`src/rtl/rc4_pkg.sv`:
```
// ---- rc4_pkg : shared RC4 key-schedule constants, state encoding and k-step helper ----
// ---- Rev 1.0 ----
`default_nettype none

package rc4_pkg;

  localparam int KEY_BYTES = 3;
  localparam int S_ADDR_W  = 8;
  localparam int S_DEPTH   = 256;

  typedef enum logic [3:0] {
    IDLE    = 4'd0,
    ARM     = 4'd1,
    INIT    = 4'd2,
    RD_SI   = 4'd3,
    WAIT_SI = 4'd4,
    RD_SJ   = 4'd5,
    WAIT_SJ = 4'd6,
    WR_SI   = 4'd7,
    WR_SJ   = 4'd8,
    DONE    = 4'd9
  } ksa_state_t;

  function automatic logic [1:0] next_k(input logic [1:0] k);
    return (k == 2'(KEY_BYTES - 1)) ? 2'd0 : k + 2'd1;
  endfunction

endpackage

`default_nettype wire

```
`src/rtl/ksa_fsm_if.sv`:
```
// ---- ksa_fsm_if : key-in / S-RAM / status bundle; master = KSA engine, slave = key source + RAM ----
// ---- Rev 1.0 ----
`default_nettype none

interface ksa_fsm_if;
  import rc4_pkg::*;

  logic [8*KEY_BYTES-1:0] secret_key;
  logic                   key_available;
  logic                   key_changed;
  logic [S_ADDR_W-1:0]    mem_addr;
  logic [7:0]             mem_data;
  logic                   mem_wren;
  logic [7:0]             mem_q;
  logic                   busy;
  logic                   done;

  modport master (
    input  secret_key, key_available, key_changed, mem_q,
    output mem_addr, mem_data, mem_wren, busy, done
  );

  modport slave (
    output secret_key, key_available, key_changed, mem_q,
    input  mem_addr, mem_data, mem_wren, busy, done
  );

endinterface

`default_nettype wire

```
`src/rtl/key_byte_sel.sv`:
```
// ---- key_byte_sel : picks key byte k (0 = MSB byte) from the 24-bit key ----
// ---- Rev 1.0 ----
`default_nettype none

module key_byte_sel
  import rc4_pkg::*;
(
  input  logic [8*KEY_BYTES-1:0] key_i,
  input  logic [1:0]             k_i,
  output logic [7:0]             byte_o
);

  always_comb begin
    byte_o = 8'd0;
    case (k_i)
      2'd0:    byte_o = key_i[23:16];
      2'd1:    byte_o = key_i[15:8];
      2'd2:    byte_o = key_i[7:0];
      default: byte_o = 8'd0;
    endcase
  end

endmodule

`default_nettype wire

```
`src/rtl/ksa_fsm.sv`:
```
// ---- ksa_fsm : RC4 key-scheduling FSM driving an external 256-byte S-RAM with 1-cycle read latency ----
// ---- Rev 1.0 ; macro KSA_INIT_EN adds the S[i]=i INIT pass (otherwise S must be preloaded) ----
`default_nettype none

module ksa_fsm
  import rc4_pkg::*;
(
  input  logic      CLOCK_50,
  input  logic      reset_n,
  ksa_fsm_if.master bus
);

  localparam logic [S_ADDR_W-1:0] c_LAST_IDX = S_ADDR_W'(S_DEPTH - 1);

  ksa_state_t             state_q;
  logic [S_ADDR_W-1:0]    i_q, j_q;
  logic [1:0]             k_q;
  logic [7:0]             si_q, sj_q;
  logic [8*KEY_BYTES-1:0] key_q;
  logic [S_ADDR_W-1:0]    addr_q;
  logic [7:0]             data_q;
  logic                   wren_q, busy_q, done_q;
  logic [7:0]             key_byte;
  logic [S_ADDR_W-1:0]    j_new;

  key_byte_sel u_key_byte_sel (
    .key_i  (key_q),
    .k_i    (k_q),
    .byte_o (key_byte)
  );

  // j advances on entry to RD_SJ, using S[i] straight off the RAM, so j_new is on the bus throughout RD_SJ
  assign j_new = j_q + bus.mem_q + key_byte;

  always_ff @(posedge CLOCK_50 or negedge reset_n) begin
    if (!reset_n) begin
      state_q <= IDLE;
      i_q     <= '0;
      j_q     <= '0;
      k_q     <= '0;
      si_q    <= '0;
      sj_q    <= '0;
      key_q   <= '0;
      addr_q  <= '0;
      data_q  <= '0;
      wren_q  <= 1'b0;
      busy_q  <= 1'b0;
      done_q  <= 1'b0;
    end else if (bus.key_changed) begin
      state_q <= ARM;
      addr_q  <= '0;
      data_q  <= '0;
      wren_q  <= 1'b0;
      busy_q  <= 1'b1;
      done_q  <= 1'b0;
    end else begin
      case (state_q)
        IDLE, DONE: begin
        end
        ARM: begin
          if (bus.key_available) begin
            key_q  <= bus.secret_key;
            i_q    <= '0;
            j_q    <= '0;
            k_q    <= '0;
            addr_q <= '0;
            data_q <= '0;
`ifdef KSA_INIT_EN
            state_q <= INIT;
            wren_q  <= 1'b1;
`else
            state_q <= RD_SI;
            wren_q  <= 1'b0;
`endif
          end
        end
`ifdef KSA_INIT_EN
        INIT: begin
          if (i_q == c_LAST_IDX) begin
            state_q <= RD_SI;
            i_q     <= '0;
            addr_q  <= '0;
            data_q  <= '0;
            wren_q  <= 1'b0;
          end else begin
            i_q    <= i_q + 8'd1;
            addr_q <= i_q + 8'd1;
            data_q <= i_q + 8'd1;
          end
        end
`endif
        RD_SI: state_q <= WAIT_SI;
        WAIT_SI: begin
          si_q    <= bus.mem_q;
          j_q     <= j_new;
          addr_q  <= j_new;
          state_q <= RD_SJ;
        end
        RD_SJ: state_q <= WAIT_SJ;
        WAIT_SJ: begin
          sj_q    <= bus.mem_q;
          addr_q  <= i_q;
          wren_q  <= 1'b1;
          state_q <= WR_SI;
        end
        WR_SI: begin
          addr_q  <= j_q;
          data_q  <= si_q;
          state_q <= WR_SJ;
        end
        WR_SJ: begin
          wren_q <= 1'b0;
          if (i_q == c_LAST_IDX) begin
            state_q <= DONE;
            addr_q  <= '0;
            data_q  <= '0;
            busy_q  <= 1'b0;
            done_q  <= 1'b1;
          end else begin
            i_q     <= i_q + 8'd1;
            k_q     <= next_k(k_q);
            addr_q  <= i_q + 8'd1;
            state_q <= RD_SI;
          end
        end
        default: begin
          state_q <= IDLE;
          addr_q  <= '0;
          data_q  <= '0;
          wren_q  <= 1'b0;
          busy_q  <= 1'b0;
          done_q  <= 1'b0;
        end
      endcase
    end
  end

  // sj is only known at the WAIT_SJ edge, so the WR_SI write data comes from its own register
  assign bus.mem_data = (state_q == WR_SI) ? sj_q : data_q;
  assign bus.mem_addr = addr_q;
  assign bus.mem_wren = wren_q;
  assign bus.busy     = busy_q;
  assign bus.done     = done_q;

endmodule

`default_nettype wire

```
`src/flat_wrapper.sv`:
```
// flat-port wrapper written by rule: the top's interface ports become plain ports
module ksa_fsm_flat import rc4_pkg::*;
  (CLOCK_50, reset_n, bus_secret_key, bus_key_available, bus_key_changed, bus_mem_q, bus_mem_addr, bus_mem_data, bus_mem_wren, bus_busy, bus_done);
  ksa_fsm_if bus_i ();
  input  logic CLOCK_50;
  input  logic reset_n;
  input wire logic [$bits(bus_i.secret_key)-1:0] bus_secret_key;
  input wire logic [$bits(bus_i.key_available)-1:0] bus_key_available;
  input wire logic [$bits(bus_i.key_changed)-1:0] bus_key_changed;
  input wire logic [$bits(bus_i.mem_q)-1:0] bus_mem_q;
  output wire logic [$bits(bus_i.mem_addr)-1:0] bus_mem_addr;
  output wire logic [$bits(bus_i.mem_data)-1:0] bus_mem_data;
  output wire logic [$bits(bus_i.mem_wren)-1:0] bus_mem_wren;
  output wire logic [$bits(bus_i.busy)-1:0] bus_busy;
  output wire logic [$bits(bus_i.done)-1:0] bus_done;
  assign bus_i.secret_key = bus_secret_key;
  assign bus_i.key_available = bus_key_available;
  assign bus_i.key_changed = bus_key_changed;
  assign bus_i.mem_q = bus_mem_q;
  assign bus_mem_addr = bus_i.mem_addr;
  assign bus_mem_data = bus_i.mem_data;
  assign bus_mem_wren = bus_i.mem_wren;
  assign bus_busy = bus_i.busy;
  assign bus_done = bus_i.done;
  ksa_fsm u_core (.CLOCK_50(CLOCK_50), .reset_n(reset_n), .bus(bus_i));
endmodule
```
`config.mk`:
```
export PLATFORM = sky130hd
export DESIGN_NAME = ksa_fsm_flat
export DESIGN_NICKNAME = d
export VERILOG_FILES = /design/src/rtl/rc4_pkg.sv /design/src/rtl/ksa_fsm_if.sv /design/src/rtl/key_byte_sel.sv /design/src/rtl/ksa_fsm.sv /design/src/flat_wrapper.sv
export SDC_FILE = /design/constraint.sdc
export NUM_CORES = 1
export LEC_CHECK = 0
export CORE_MARGIN = 3
export CORE_UTILIZATION = 41
export CTS_CLUSTER_SIZE = 30
export DETAILED_ROUTE_END_ITERATION = 7
export PLACE_DENSITY = 0.63
export SETUP_SLACK_MARGIN = 0.3
export SYNTH_ARGS = -nofsm -noshare
export SYNTH_HDL_FRONTEND = slang
export SYNTH_SLANG_ARGS = --single-unit
```
`constraint.sdc`:
```
create_clock -name CLOCK_50 -period 3 [get_ports CLOCK_50]
set_clock_uncertainty 0.2 [all_clocks]
set_input_delay 0.3 -clock CLOCK_50 [delete_from_list [all_inputs] [get_ports CLOCK_50]]
set_output_delay 0.3 -clock CLOCK_50 [all_outputs]
set_load 0.01 [all_outputs]
```
==> results.json, run 1 <==
{
  "dr.pass1.iters": 5,
  "timing.critical_path.slowest_stage_cell": "fa_1",
  "post_dp_cell_area_sq_um": 5289,
  "hp-start": "u_core.bus.busy$_DFFE_PN0P_",
  "synth.cells.most_frequent": "dfrtp_1, nand2_1, mux2_4",
  "final_util_pct": 53.30,
  "critical_path_cell_count": 13,
  "clock_insertion_delay_at_the_later_pin_of_the_skew_report_ps": 340,
  "route.antenna.remaining_nets": 0,
  "groute.usage.overall_pct": 17.16,
  "rrSetupSlack_ps": 30,
  "switching_power_summed_over_all_nets_mw": 1.573,
  "slew-limit-headroom_pct": 56.64,
  "syn-num-nets": 465,
  "maxSlewViolCount": 0,
  "synth_top_area_share_pct": 43.85,
  "required_time_of_the_critical_path_ps": 3020,
  "period_share_pct": 98.87,
  "synth-main-ff-cell": "dfrtp_1",
  "net_total_in_the_final_layout": 537,
  "yosys_warnings": 0,
  "seq_area_frac_synth_pct": 43.85,
  "power_report.internal_total_mw": 3.073,
  "final-hold-violation-count": 0,
  "die_area_sq_um": 12580,
  "syn_avg_cell_area_sq_um": 11.16,
  "cp_max_fo": 3,
  "drt-total-wl_microns": 10790,
  "worstReg2RegEnd": "u_core.bus.mem_addr[3]$_DFFE_PN0P_",
  "ir_worst_vdd_mv": 0.4183,
  "cts_htree_levels": 3,
  "final_layout_size_suffix_gt1_share_pct": 27.29,
  "hold_depth": 1,
  "crit_buf_inv": 4,
  "cell_repeated_most_along_the_worst_path": "buf_6",
  "number_of_core_rows": 38,
  "floorplan.die.height_microns": 112.2,
  "synth_cells": 414,
  "synthArstFlopShare_pct": 100.0,
  "timing.hold.worst_endpoint": "u_core.bus.busy$_DFFE_PN0P_",
  "start_kind": "register",
  "layoutNonFillerInstCount": 631,
  "clk_pin_slew_worst_paths_ps": 70,
  "num_antenna_cells": 0,
  "tightestPinTransition_ps": 650.4,
  "power_density_nw_per_um2": 797.3,
  "crit_path_cell_trace": "buf_6 -> mux2i_2 -> o21ai_2 -> fa_1 -> ha_2 -> inv_2 -> fa_2 -> buf_6 -> buf_6 -> xnor2_1 -> nand2_1 -> o211ai_1 -> a22o_1",
  "post-route-worst-setup-slack_ps": 34.00,
  "r2r-start": "u_core.k_q[1]$_DFFE_PN0P_",
  "worstSetupEndpointType": "register",
  "synthToLayoutAreaGrowth_pct": 26.10,
  "dpl_worst_slack_ps": -114.3,
  "yosys_register_bits": 81,
  "core-area_sq_um": 10940,
  "globalRouteOverflowTotal": 0,
  "io_buffers": 54,
  "die_width_microns": 112.2,
  "design.portCount": 55,
  "timing.final.setup_violations": 0,
  "finish.instance_area_sq_um": 5828,
  "cts_inserted_buffers": 9,
  "power.share.switching_pct": 33.86,
  "vias_per_cell": 5.572,
  "post-synth-top-area-cell": "dfrtp_1",
  "fin_crit_ps": 2966,
  "gpl.final_weighted_congestion": 0.8413,
  "synth.most_common_cell": "dfrtp_1",
  "post_drt_wl_per_cell_microns": 17.09,
  "max_freq_mhz": 337.2,
  "grt_pass1_wl_microns": 17390,
  "power.share.clock_pct": 23.8,
  "cts_tree": "built",
  "start_util_pct": 42.27,
  "ctsLongestPathBuffers": 2,
  "criticalPathCategory": "reg -> reg",
  "synth-edff-count": 0,
  "grt_pass1_vias": 3379,
  "pin_count_of_the_biggest_net_entering_global_routing": 51,
  "place.detailed.instances": 602,
  "antenna_found_initial": 0,
  "status": "complete, no violations",
  "combinationalPowerShare_pct": 40.2,
  "p_leak_nw": 2.499,
  "post_synth_num_cell_types": 74,
  "yosys-top-cells-area": "dfrtp_1, mux2_4, nand2_1",
  "hold_class": "reg -> reg",
  "drt_drc_violations_left": 0,
  "dp_hpwl_microns": 7677,
  "routed-via-count": 3516,
  "share_seq_of_total_power_pct": 36.0,
  "post_synthesis_instance_area_sq_um": 4622,
  "clock_tree.root_cell": "clkbuf_16",
  "drtIter0Drc": 170,
  "worst-endpoint-arrival_ps": 2990,
  "timing.critical_path.slowest_cell_delay_ps": 500,
  "worst-r2r-cell-count": 13,
  "cp_top_family": "adder cells",
  "unrepaired_setup_endpoints_after_global_routing": "yes",
  "cap_viol_max_count": 0,
  "cts.sink_count": 81,
  "final.fill_count": 971
}
[metrics by stage]
step	hold slack [ps]	setup TNS [ps]	power, mW
after floorplan	-195.6	0	2.921
after detailed placement	172.1	-229.4	3.317
final	277.6	0	4.647
after global placement	161.6	-13.69	3.286
after global routing	292.1	-398.2	4.901
after CTS	281.5	0	4.513
[cell families (layout without fill, tap and decap cells)]
kind of cell	Yosys count	in the layout	share of synthesized area, %
AND/OR/NAND/NOR	120	120	13.37
AO/OA/AOI/OAI	105	105	16.49
flip-flops	81	81	43.85
multiplexers	53	53	14.86
buffers and inverters	31	108	4.358
adder cells (fa/ha/maj)	15	15	5.360
XOR/XNOR	9	9	1.705
[worst register-to-register path, cell delays in order, from the launching register on]
cell and delay (ps):
dfrtp_1 380, buf_6 130, mux2i_2 210, o21ai_2 80, fa_1 500, ha_2 210
inv_2 50, fa_2 370, buf_6 130, buf_6 100, xnor2_1 110, nand2_1 100
o211ai_1 100, a22o_1 180
[power groups by stage]
stage | clock [mW] | sequential (mW) | combinational [mW]
after CTS | 1.13 | 1.66 | 1.73
after global routing | 1.16 | 1.71 | 2.03
after floorplan | 0 | 1.55 | 1.37
after detailed placement | 0 | 1.67 | 1.65
final | 1.11 | 1.67 | 1.87
after global placement | 0 | 1.66 | 1.62
[cell type report]
class	count	area, sq um	area share, %
clock buffers	10	229.0	3.929
flip-flops and latches	81	2034	34.91
inverters	10	37.54	0.6441
clock inverters	6	67.56	1.159
repair buffers	82	765.7	13.14
well taps	140	175.2	3.006
multi-input cells	302	2519	43.22
[how the worst max path moves through the flow]
stage / startpoint / to
6_report: u_core.k_q[1]$_DFFE_PN0P_ / u_core.bus.mem_addr[3]$_DFFE_PN0P_
5_1_grt: u_core.k_q[1]$_DFFE_PN0P_ / u_core.bus.mem_addr[6]$_DFFE_PN0P_
4_1_cts: u_core.k_q[1]$_DFFE_PN0P_ / u_core.bus.mem_addr[5]$_DFFE_PN0P_
3_5_place_dp: bus_mem_q[1] / u_core.bus.mem_addr[5]$_DFFE_PN0P_
3_3_place_gp: u_core.k_q[1]$_DFFE_PN0P_ / u_core.bus.mem_addr[6]$_DFFE_PN0P_
2_1_floorplan: u_core.k_q[1]$_DFFE_PN0P_ / u_core.bus.mem_addr[5]$_DFFE_PN0P_
[flip-flops by register name, summed over array words and instances, names as in the netlist]
register / count
u_core.bus.mem_wren: 1
u_core.bus.busy: 1
u_core.key_q: 24
u_core.i_q: 8
u_core.bus.mem_addr: 8
u_core.bus.done: 1
u_core.j_q: 8
u_core.sj_q: 8
u_core.k_q: 2
u_core.data_q: 8
u_core.si_q: 8
u_core.state_q: 4
[layout by cell type, fill, tap and decap left out, types with 5 or more instances in the layout]
cell type / Yosys / layout
mux2_2: 13 / 13
nand2b_1: 7 / 7
clkdlybuf4s50_1: 0 / 53
inv_1: 10 / 8
nor2_1: 21 / 21
o21ai_1: 6 / 8
dfrtp_1: 81 / 77
nand2_1: 54 / 52
buf_4: 2 / 24
a21oi_1: 19 / 18
nand3_1: 7 / 7
clkbuf_16: 0 / 9
o21ai_2: 3 / 10
mux2_4: 28 / 28
ha_1: 7 / 5
a22o_1: 18 / 18
mux2i_1: 12 / 9
o21ai_0: 18 / 9
fa_1: 8 / 5
[per-layer routing]
metal / vias to the layer above / GRT usage (%) / wire (microns)
li1: 1646 / - / -
met1: 1739 / 24.58 / 4965
met2: 122 / 26.86 / 5064
met3: 9 / 3.881 / 664
met4: 0 / 3.766 / 92
met5: - / 0 / 0
[timing repair]
action / CTS / global route
pin swaps: 12 / 7
setup endpoints to repair: 20 / 20
setup buffers: 6 / 6
hold buffers: 1 / 0
endpoints found under the hold margin: 48 / 0
resized for setup: 15 / 28
No activity file was read; power rests on OpenSTA's default activity.
==> run 2: changes to the inputs <==
Settings changed: CTS_CLUSTER_SIZE 30 to not set, DONT_BUFFER_PORTS set to 1, PLACE_DENSITY 0.63 to 0.56.
==> run 2 against run 1 <==
  * Power grew 0.18%
  * Flip-flop and latch count stayed put
  * Final cell count fell by 4.0%
  * Fmax is 1.2% higher
  * Global-route usage rose by 1.0 points
  * Setup slack gained 34 ps
  * Via count down 5.2%
  * Hold slack worse by 260 ps
  * Non-clock buffer count is 25 lower
  * Largest power group unchanged
==> results.json, run 2 (same netlist as run 1, synthesis figures left out) <==
{
  "unrepaired_setup_endpoints_after_global_routing": "yes",
  "sequential_standard_cell_area_sq_um": 2028,
  "ir_worst_vdd_mv": 0.5152,
  "timing.final.setup_violations": 0,
  "design.portCount": 55,
  "required_time_of_the_critical_path_ps": 3010,
  "pin_count_of_the_biggest_net_entering_global_routing": 82,
  "clock_insertion_delay_at_the_later_pin_of_the_skew_report_ps": 340,
  "p_leak_nw": 2.430,
  "start_kind": "register",
  "die_width_microns": 112.2,
  "report.power.total_mw": 4.655,
  "ctsLongestPathBuffers": 2,
  "combinationalPowerShare_pct": 37.9,
  "num_antenna_cells": 0,
  "cts.sink_count": 81,
  "drtIter0Drc": 208,
  "io_buffers": 0,
  "power_report.internal_total_mw": 3.154,
  "gpl.final_weighted_congestion": 0.8451,
  "die_area_sq_um": 12580,
  "hold_slack_ps": 15.58,
  "layout_commonest_cell": "dfrtp_1",
  "r2r-start": "u_core.k_q[1]$_DFFE_PN0P_",
  "criticalPathCategory": "reg -> reg",
  "drt-total-wl_microns": 10780,
  "final_layout_size_suffix_gt1_share_pct": 24.89,
  "cts_tree": "built",
  "slew-limit-headroom_pct": 58.31,
  "worst-r2r-cell-count": 12,
  "rrSetupSlack_ps": 70,
  "final-hold-violation-count": 0,
  "worstSetupEndpointType": "register",
  "power.share.clock_pct": 27.2,
  "timing.hold.worst_endpoint": "u_core.data_q[0]$_DFFE_PN0P_",
  "status": "complete, no violations",
  "worst_setup_path_startpoint": "u_core.k_q[1]$_DFFE_PN0P_",
  "maxSlewViolCount": 0,
  "power.share.switching_pct": 32.25,
  "worstReg2RegEnd": "u_core.j_q[7]$_DFFE_PN0P_",
  "max_freq_mhz": 341.0,
  "clk_pin_slew_worst_paths_ps": 60,
  "final.fill_count": 977,
  "largest_register_ffs": 24,
  "period_share_pct": 97.74,
  "hold_class": "in -> reg",
  "cp_max_fo": 5,
  "switching_power_summed_over_all_nets_mw": 1.501,
  "timing.critical_path.slowest_stage_cell": "fa_1",
  "cap_viol_max_count": 0,
  "groute.usage.overall_pct": 18.17,
  "drt_drc_violations_left": 0,
  "fin_crit_ps": 2932,
  "clock_tree.root_cell": "clkbuf_16",
  "core-area_sq_um": 10940,
  "hold_depth": 2,
  "number_of_core_rows": 38,
  "net_total_in_the_final_layout": 512,
  "globalRouteOverflowTotal": 0,
  "synthToLayoutAreaGrowth_pct": 21.09,
  "vias_per_cell": 5.500,
  "dr.pass1.iters": 5,
  "cts_htree_levels": 3,
  "crit_path_cell_trace": "buf_6 -> mux2i_2 -> o21ai_2 -> fa_1 -> ha_2 -> inv_2 -> fa_2 -> nor2b_4 -> o31ai_2 -> and3_1 -> mux2i_2 -> o21ai_1",
  "post_drt_wl_per_cell_microns": 17.78,
  "route.antenna.remaining_nets": 0,
  "share_seq_of_total_power_pct": 34.9,
  "timing.critical_path.slowest_cell_delay_ps": 500,
  "cts_inserted_buffers": 9,
  "grt_pass1_wl_microns": 18210,
  "worst-endpoint-arrival_ps": 2940,
  "routed-via-count": 3333,
  "floorplan.die.height_microns": 112.2,
  "grt_pass1_vias": 3473,
  "dp_hpwl_microns": 7514,
  "tightestPinTransition_ps": 623.1,
  "cell_repeated_most_along_the_worst_path": "mux2i_2",
  "antenna_found_initial": 0,
  "register_with_the_most_flip_flops": "u_core.key_q",
  "start_util_pct": 42.27,
  "multi_input_combinational_cell_area_sq_um": 2471,
  "hp-start": "bus_key_changed",
  "commonest_cells_after_routing_fill_and_taps_aside": "dfrtp_1, nand2_1, dlygate4sd3_1",
  "power_density_nw_per_um2": 831.8
}
run 2: cell types whose count changed in the layout (fill, tap and decap cells not counted), moves of 3 or more:
cell | before | now
buf_4 | 24 | 20
dfrtp_1 | 77 | 80
o21ai_2 | 10 | 6
dlygate4sd3_1 | 1 | 34
clkdlybuf4s50_1 | 53 | 0
run 2: cell type report:
type                       count  area share (%)
tap                          140           3.130
sequential                    81           36.24
inverter                      10          0.6707
multi-input combinational    302           44.15
clock buffer                  10           4.091
timing repair buffer          57           9.658
clock inverter                 6           2.057
run 2: per-layer routing:
metal / routed length, microns / global-route usage, %
met1: 5119 / 25.18
met2: 5041 / 29.00
met3: 485 / 4.043
met4: 130 / 4.808
met5: 0 / 0
run 2: timing repair:
action | in CTS | in global routing
hold buffers | 35 | 0
pin swaps | 10 | 6
buffers inserted | 7 | 0
hold endpoints to repair | 126 | 0
endpoints found under the setup margin | 12 | 12
gates resized for setup | 18 | 6
run 2: power by group through the flow:
stage,clock (mW),combinational [mW],sequential [mW]
after floorplan,0,1.37,1.55
after global placement,0,1.57,1.64
after detailed placement,0,1.58,1.64
after CTS,1.29,1.75,1.62
after global routing,1.34,1.94,1.68
final,1.27,1.76,1.63
run 2: worst max path at each step:
stage	to	depth (start not counted)
floorplan	u_core.bus.mem_addr[5]$_DFFE_PN0P_	12
global placement	u_core.bus.mem_addr[6]$_DFFE_PN0P_	11
detailed placement	u_core.bus.mem_addr[5]$_DFFE_PN0P_	12
CTS	u_core.bus.mem_addr[5]$_DFFE_PN0P_	12
global route	u_core.j_q[7]$_DFFE_PN0P_	12
finish	u_core.j_q[7]$_DFFE_PN0P_	12
run 2: critical path, delay by kind of cell (launching register included):
kind                       cells  cell delay [ps]
AOI/OAI and AO/OA              3              250
adders and majority gates      3             1060
buffers and inverters          2              170
DFF                            1              440
muxes                          2              340
and+or+nand+nor                2              340
run 2: stage by stage:
step	instance area, sq um	TNS, ps	util, %	setup slack [ps]	cells
2_1_floorplan	4634	0	-	190.2	414
4_1_cts	5575	0	50.98	34.32	606
3_5_place_dp	4751	-171.7	43.44	-68.43	548
6_report	5597	0	51.18	67.73	606
3_3_place_gp	4751	0	43.44	14.93	548
5_1_grt	5597	-177.8	51.18	-58.27	606
